`config.mk`:
```
export PLATFORM = sky130hd
export DESIGN_NAME = load_store_unit_flat
export DESIGN_NICKNAME = d
export VERILOG_FILES = /design/src/rtl/load_store_unit_if.sv /design/src/rtl/load_store_unit.sv /design/src/flat_wrapper.sv
export SDC_FILE = /design/constraint.sdc
export NUM_CORES = 1
export LEC_CHECK = 0
export CAP_MARGIN = 20
export CORE_UTILIZATION = 53
export CTS_CLUSTER_DIAMETER = 80
export DETAILED_ROUTE_END_ITERATION = 10
export GPL_TIMING_DRIVEN = 0
export MAX_ROUTING_LAYER = met4
export PLACE_DENSITY = 0.84
export SETUP_SLACK_MARGIN = 0.02
export SLEW_MARGIN = 10
export SYNTH_ARGS = -nofsm -noshare
export SYNTH_HDL_FRONTEND = slang
export SYNTH_SLANG_ARGS = --single-unit
```
`constraint.sdc`:
```
create_clock -name clock -period 9.59 [get_ports clock]
set_input_delay 1.918 -clock clock [delete_from_list [all_inputs] [get_ports clock]]
set_output_delay 1.918 -clock clock [all_outputs]
set_load 0.005 [all_outputs]
```
`src/rtl/load_store_unit_if.sv`:
```
// load_store_unit_if: request/response handshake plus byte-wide data-memory port of the load/store unit
interface load_store_unit_if #(parameter int ADDR_W = 64);
  logic              req_valid;
  logic              req_ready;
  logic              req_write;
  logic [2:0]        req_funct3;
  logic [ADDR_W-1:0] req_addr;
  logic [63:0]       req_wdata;
  logic              resp_valid;
  logic [63:0]       resp_rdata;
  logic              resp_err;
  logic [ADDR_W-1:0] mem_addr;
  logic              mem_re;
  logic              mem_we;
  logic [7:0]        mem_wdata;
  logic [7:0]        mem_rdata;
  modport master (
    output req_valid, req_write, req_funct3, req_addr, req_wdata, mem_rdata,
    input  req_ready, resp_valid, resp_rdata, resp_err, mem_addr, mem_re, mem_we, mem_wdata
  );
  modport slave (
    input  req_valid, req_write, req_funct3, req_addr, req_wdata, mem_rdata,
    output req_ready, resp_valid, resp_rdata, resp_err, mem_addr, mem_re, mem_we, mem_wdata
  );
endinterface

```
`src/rtl/load_store_unit.sv`:
```
// load_store_unit: sequences one load/store at a time into byte accesses, little-endian, with legality checks
module load_store_unit #(
  parameter int ADDR_W = 64
) (
  input logic clock,
  input logic reset_n,
  load_store_unit_if.slave bus
);
  typedef enum logic [1:0] {IDLE, ACCESS, RESP} state_t;
  state_t            state;
  logic [ADDR_W-1:0] base;
  logic [63:0]       wdata;
  logic [63:0]       asm_q;
  logic [2:0]        f3;
  logic [2:0]        cnt;
  logic              wr;
  logic              err;
  logic [2:0]        nm_req;
  logic [2:0]        nm;
  logic              illegal;
  logic              acc;
  logic [63:0]       low;
  logic              sign;
  // nm is N-1, which doubles as the alignment mask and the last byte index
  assign nm_req  = 3'((4'd1 << bus.req_funct3[1:0]) - 4'd1);
  assign nm      = 3'((4'd1 << f3[1:0]) - 4'd1);
  assign illegal = (|(bus.req_addr[2:0] & nm_req)) || (bus.req_write && bus.req_funct3[2]) ||
                   (!bus.req_write && (&bus.req_funct3));
  always_ff @(posedge clock or negedge reset_n) begin
    if (!reset_n) begin
      state <= IDLE;
      base  <= '0;
      wdata <= '0;
      asm_q <= '0;
      f3    <= '0;
      cnt   <= '0;
      wr    <= 1'b0;
      err   <= 1'b0;
    end else begin
      case (state)
        IDLE: if (bus.req_valid) begin
          base  <= bus.req_addr;
          wdata <= bus.req_wdata;
          f3    <= bus.req_funct3;
          wr    <= bus.req_write;
          cnt   <= '0;
          asm_q <= '0;
          err   <= illegal;
          state <= illegal ? RESP : ACCESS;
        end
        ACCESS: begin
          if (!wr) asm_q[{cnt, 3'b000} +: 8] <= bus.mem_rdata;
          cnt   <= cnt + 3'd1;
          state <= (cnt == nm) ? RESP : ACCESS;
        end
        default: state <= IDLE;
      endcase
    end
  end
  assign acc           = state == ACCESS;
  assign bus.req_ready = state == IDLE;
  assign bus.resp_valid = state == RESP;
  assign bus.resp_err  = bus.resp_valid && err;
  assign bus.mem_addr  = acc ? base + ADDR_W'(cnt) : '0;
  assign bus.mem_re    = acc && !wr;
  assign bus.mem_we    = acc && wr;
  assign bus.mem_wdata = bus.mem_we ? wdata[{cnt, 3'b000} +: 8] : 8'h00;
  // low covers the 8N assembled bits; everything above is filled from the top assembled bit
  assign low  = 64'hFFFF_FFFF_FFFF_FFFF >> 6'(~{nm, 3'b111});
  assign sign = !f3[2] && asm_q[6'({nm, 3'b111})];
  assign bus.resp_rdata = (bus.resp_valid && !wr && !err) ? (asm_q | (sign ? ~low : 64'd0)) : 64'd0;
endmodule

```
`src/flat_wrapper.sv`:
```
// flat-port wrapper written by rule: the top's interface ports become plain ports
module load_store_unit_flat 
#(
  parameter int ADDR_W = 64
)
  (clock, reset_n, bus_req_valid, bus_req_write, bus_req_funct3, bus_req_addr, bus_req_wdata, bus_mem_rdata, bus_req_ready, bus_resp_valid, bus_resp_rdata, bus_resp_err, bus_mem_addr, bus_mem_re, bus_mem_we, bus_mem_wdata);
  load_store_unit_if #(.ADDR_W(ADDR_W)) bus_i ();
  input logic clock;
  input logic reset_n;
  input wire logic [$bits(bus_i.req_valid)-1:0] bus_req_valid;
  input wire logic [$bits(bus_i.req_write)-1:0] bus_req_write;
  input wire logic [$bits(bus_i.req_funct3)-1:0] bus_req_funct3;
  input wire logic [$bits(bus_i.req_addr)-1:0] bus_req_addr;
  input wire logic [$bits(bus_i.req_wdata)-1:0] bus_req_wdata;
  input wire logic [$bits(bus_i.mem_rdata)-1:0] bus_mem_rdata;
  output wire logic [$bits(bus_i.req_ready)-1:0] bus_req_ready;
  output wire logic [$bits(bus_i.resp_valid)-1:0] bus_resp_valid;
  output wire logic [$bits(bus_i.resp_rdata)-1:0] bus_resp_rdata;
  output wire logic [$bits(bus_i.resp_err)-1:0] bus_resp_err;
  output wire logic [$bits(bus_i.mem_addr)-1:0] bus_mem_addr;
  output wire logic [$bits(bus_i.mem_re)-1:0] bus_mem_re;
  output wire logic [$bits(bus_i.mem_we)-1:0] bus_mem_we;
  output wire logic [$bits(bus_i.mem_wdata)-1:0] bus_mem_wdata;
  assign bus_i.req_valid = bus_req_valid;
  assign bus_i.req_write = bus_req_write;
  assign bus_i.req_funct3 = bus_req_funct3;
  assign bus_i.req_addr = bus_req_addr;
  assign bus_i.req_wdata = bus_req_wdata;
  assign bus_i.mem_rdata = bus_mem_rdata;
  assign bus_req_ready = bus_i.req_ready;
  assign bus_resp_valid = bus_i.resp_valid;
  assign bus_resp_rdata = bus_i.resp_rdata;
  assign bus_resp_err = bus_i.resp_err;
  assign bus_mem_addr = bus_i.mem_addr;
  assign bus_mem_re = bus_i.mem_re;
  assign bus_mem_we = bus_i.mem_we;
  assign bus_mem_wdata = bus_i.mem_wdata;
  load_store_unit #(.ADDR_W(ADDR_W)) u_core (.clock(clock), .reset_n(reset_n), .bus(bus_i));
endmodule
```
# Yosys cells after proc, flatten, opt, wreduce, memory -nomap -nowiden
# Cells that the tools add are included.
[classes] add_sub_neg=5 mul=0 n_div=0 magnitude_cmp=1 eq_ne=5 shifts=6 mux=16 n_bitwise=4 reduce_logical=21
[op_table] cell="2-to-1 mux 64 bit" n=5
[op_table] cell="case mux 64 bit (2 select lines)" n=1
[op_table] cell="adder 64 x 3 -> 64 bit" n=1
[op_table] cell="bitwise mux 64 bit" n=1
[op_table] cell="inverter 64 bit" n=1
[op_table] cell="bitwise OR 64 bit" n=1
[op_table] cell="variable shift 8 x 8 -> 64 bit (first input constant)" n=1
[op_table] cell="variable part select 64 x 7 -> 8 bit" n=1
[op_table] cell="variable part select 8 x 8 -> 64 bit" n=1
[op_table] cell=">> shifter 64 x 6 -> 64 bit (first input constant)" n=1
[op_table] cell="logical AND 1 bit" n=8
[op_table] cell="2-to-1 mux 8 bit" n=1
[op_table] cell="negator 6 -> 8 bit" n=1
[op_table] cell="< comparator 6 x 7 -> 1 bit (second input constant)" n=1
[op_table] cell="2-to-1 mux 2 bit" n=3
[op_table] cell="inverter 6 bit" n=1
[op_table] cell="case mux 3 bit (2 select lines)" n=1
[op_table] cell="AND reduction 3 bit" n=2
[op_table] cell="<< shifter 1 x 2 -> 3 bit (first input constant)" n=2
[op_table] cell="subtractor 3 x 1 -> 3 bit (second input constant)" n=2
[op_table] cell="logical NOT 1 bit" n=4
[op_table] cell="!= test 2 bit (second input constant)" n=2
[op_table] cell="case mux 2 bit (2 select lines)" n=1
[op_table] cell="AND reduction 2 bit" n=2
[op_table] cell="other kinds (12)" n=13
[word_totals] ff_bits=202 latch_bits=0 ramBits=0 mem_bits_ro=0 input_bits=143 out_inout_bits=141 elab_cells=66 memories=0

# Longest topological paths before layout
[depth] ltp_word=9 ltp_mapped=11 ltp_nobuf=8

# Worst setup path before layout
# OpenSTA, ideal clock, no wires.
[synth_timing] kind="register -> output" start="reg u_core.cnt[1]" end="out bus_mem_addr[44]" t_arrival_ns=3.123 t_required_ns=7.672 slack_ns=4.549 path_stages_with_launch=12 path_buffers=4 path_cell_list="dfrtp_1 clkbuf_1 clkbuf_1 inv_1 fa_1 nor2b_1 or2_2 clkbuf_1 nand4_1 clkbuf_1 or4_1 a21oi_1"
[synth_via] elab_chain_len=2
[synth_rtl] element="from (decl)" line="load_store_unit.sv:15" text="logic [2:0] cnt;"
[synth_rtl] element="from (signal assigned)" line="load_store_unit.sv:53" text="cnt <= cnt + 3'd1;"
[synth_rtl] element="adder 64 x 3 -> 64 bit" line="load_store_unit.sv:64" text="assign bus.mem_addr = acc ? base + ADDR_W'(cnt) : '0;"
[synth_rtl] element="2-to-1 mux 64 bit" line="load_store_unit.sv:64"
[synth_rtl] element="to (decl)" line="flat_wrapper.sv:20" text="output wire logic [$bits(bus_i.mem_addr)-1:0] bus_mem_addr;"
# Every way passes these cells.

# Final worst setup path
# Ends and elaborated chain as after synthesis.

==> flow_summary.ini <==
[logic_synthesis]
synth.cell_area_mm2 = 0.0107
yosysMostFrequentCell = nand2_1
syn_area_per_cell_um2 = 8.49
synth_edf_count = 0
ys_seq_area_frac = 0.473
yosys.area.top_type = dfrtp_1
syn-num-nets = 1410
syn_inst = 1259
synthTopCellsByCount = 465 x nand2_1, 202 x dfrtp_1, 60 x o21ai_0, 59 x clkbuf_1, 58 x o21a_1
synthTopCellsByArea = dfrtp_1 47%, nand2_1 16%, o21a_1 4.1%
synth_ff_type = dfrtp_1
synth_warnings = 0
synth_async_sr_flop_share = 1.00
synth_seq_cells = 202
synth_cell_type_count = 55
synth_top_area_frac = 0.473

[sta]
fin_setup_tns_ns = 0
fin_crit_sh = 0.771
timing.fmax_ghz = 0.135
setup_viol = 0
report.final.slew_viol_count = 0
finClkSkew_ns = 0.0180
hold_viol_final = 0
rsz0062_at_grt = false
period_minus_slack_ns = 7.39
worst_pin_slew_ns = 1.03
max_slew_margin = 0.307
fin_hold_ws_ns = 0.474

[finish]
fillers = 1507
area_growth_pct = 37.1
finalNetCount = 1721
regArea_mm2 = 0.00505
design_area_mm2 = 0.0147
multi_input_area_mm2 = 0.00526
drive_gt1_frac = 0.0448

[clocking]
clock_latency_ns = 0.52
clk_path_buf_depth = 3
cts-resized-gates = 0
htreeDepth = 1
post_cts_buffers = 0
cts_tree = yes
clkSinkCount = 202
cts_buffers = 24
root_buffer = clkbuf_16
clkTransAtPathRegs_ns = 0.06
ctsHoldBuffers = 0

[min_path]
hold_class = register to register

[power]
ir_drop_v = 0.000162
p_sw_frac = 0.397
switchingPower_w = 0.00153
pwr-share-seq = 0.380
p_clk_frac = 0.228
leakage_nw = 6.25
powerDensity_mw_per_mm2 = 263
finalPower_w = 0.00386
combPwrFrac = 0.392
intPower_w = 0.00233

[floorplanning]
die-width_um = 144
rows = 51
core_region_area_mm2 = 0.0196
dieArea_mm2 = 0.0207
die_height_um = 144
initial_core_util = 0.546
boundaryPins = 284

[critical_path]
critPathCaptureType = output pin
crit_arrival_ns = 5.48
worstSetupStartpointType = register
cp_slowest_stage_delay_ns = 0.57
crit_family = buffers and inverters
crit_slowest_cell = clkbuf_1
critical_path_class = register to output pin
required_ns = 7.67
crit_chain = clkbuf_1 > clkbuf_1 > inv_1 > fa_1 > nor2b_1 > or2_2 > clkbuf_1 > nand4_1 > clkbuf_1 > or4_1 > a21oi_1 > clkdlybuf4s50_1
worst-path-buf-inv = 6
crit_top_cell = clkbuf_1
worstPathMaxFanout = 10

[run]
max_cap_viol_count = 0

[routing]
drt-total-wl_um = 34100
drt-initial-drc-count = 802
drcViolationCount = 0
wire_per_inst_um = 18.4
dr.pass1.iters = 5
ant_nets = 0
num_vias = 10700
vias_per_cell = 5.78

[global_route]
grt-ovfl-total = 0
grt_pass1_vias = 9933
grt_max_degree = 111
grt_pass1_wl_um = 52400
grt_usage = 0.339
antenna_found_initial = 0

[run_status]
outcome = complete, no violations

[placement]
place.gp.congestion = 0.912
io_buffers = 283
place_area_mm2 = 0.0139
dp_hpwl_um = 25100
-- layout make-up --
cell class	count	area share
diodes	3	0.000512
plain buffers	73	0.0209
clock buffers	37	0.0457
clock inverters	5	0.00589
inverters	19	0.00487
multi-input cells	965	0.359
flip-flops and latches	202	0.345
well taps	265	0.0226
repair buffers	285	0.196
-- registers in the layout, indices dropped and copies added (netlist names) --
signal	count
u_core.err	1
u_core.wdata	64
u_core.f3	3
u_core.state	2
u_core.base	64
u_core.wr	1
u_core.cnt	3
u_core.asm_q	64
-- worst min-delay path, stage by stage, from the launching register on --
cell and delay (ns):
dfrtp_1 0.33, nand2_1 0.05, nand2_1 0.05
-- per-stage QoR --
| stage | std cells | utilization | setup slack (ns) |
|---|---|---|---|
| finish | 1854 | 0.748 | 2.20 |
| CTS | 1851 | 0.748 | 2.28 |
| floorplan | 1259 | - | 4.55 |
| global placement | 1807 | 0.707 | -1.72 |
| detailed placement | 1809 | 0.709 | 2.93 |
| global route | 1851 | 0.748 | 1.96 |
-- kinds of logic after synthesis --
family / Yosys count / share of synthesized area
xor gates and xnor gates: 29 / 0.0238
buffers and inverters: 92 / 0.0353
adders and majority gates: 8 / 0.0101
and+or+nand+nor: 678 / 0.279
AOI/OAI and AO/OA: 232 / 0.143
DFF: 202 / 0.473
muxes: 18 / 0.0356
-- final timing paths --
path                                         startpoint                            to  slack [ns]  cells after the start
setup / recovery              u_core.cnt[1]$_DFFE_PN0P_              bus_mem_addr[44]        2.20                     12
hold / removal             u_core.wdata[55]$_DFFE_PN0P_  u_core.wdata[55]$_DFFE_PN0P_        0.47                      2
setup reg to reg              u_core.cnt[1]$_DFFE_PN0P_  u_core.asm_q[52]$_DFFE_PN0P_        5.53                     11
hold reg to reg            u_core.wdata[55]$_DFFE_PN0P_  u_core.wdata[55]$_DFFE_PN0P_        0.47                      2
max in group asynchronous                       reset_n  u_core.wdata[47]$_DFFE_PN0P_        7.19                      2
min in group asynchronous                       reset_n  u_core.asm_q[58]$_DFFE_PN0P_        1.41                      1
-- placed cells by master (no fill, tap or decap), drive strengths merged, types with 15 or more instances in the layout --
cell	netlist	routed
xnor2	17	17
and2	16	16
mux4	16	16
or3	20	20
nand3	25	25
nand2	466	466
o2bb2ai	17	17
nor3	22	22
o21a	58	58
a21oi	45	45
buf	12	15
nand4	27	27
or4	15	15
o31ai	16	16
clkdlybuf4s50	0	282
inv	19	19
a22o	24	24
dfrtp	202	202
clkbuf	61	98
nor2	46	46
o21ai	62	62
-- power by group through the flow --
stage	Combinational, W	Clock, W	Sequential [W]
floorplan	0.000940	0	0.00138
global placement	0.00144	0	0.00145
detailed placement	0.00149	0	0.00146
CTS	0.00150	0.000888	0.00145
global route	0.00167	0.000925	0.00150
finish	0.00151	0.000881	0.00147
-- metal layers --
metal  GRT usage  routed length, µm  vias up
li1            -                  -     4924
met1       0.454              14100     5144
met2       0.523              16200      563
met3      0.0613               2950       77
met4       0.111                903        0
met5           -                  0        -
Note: power is estimated with default switching activity, not from simulation.
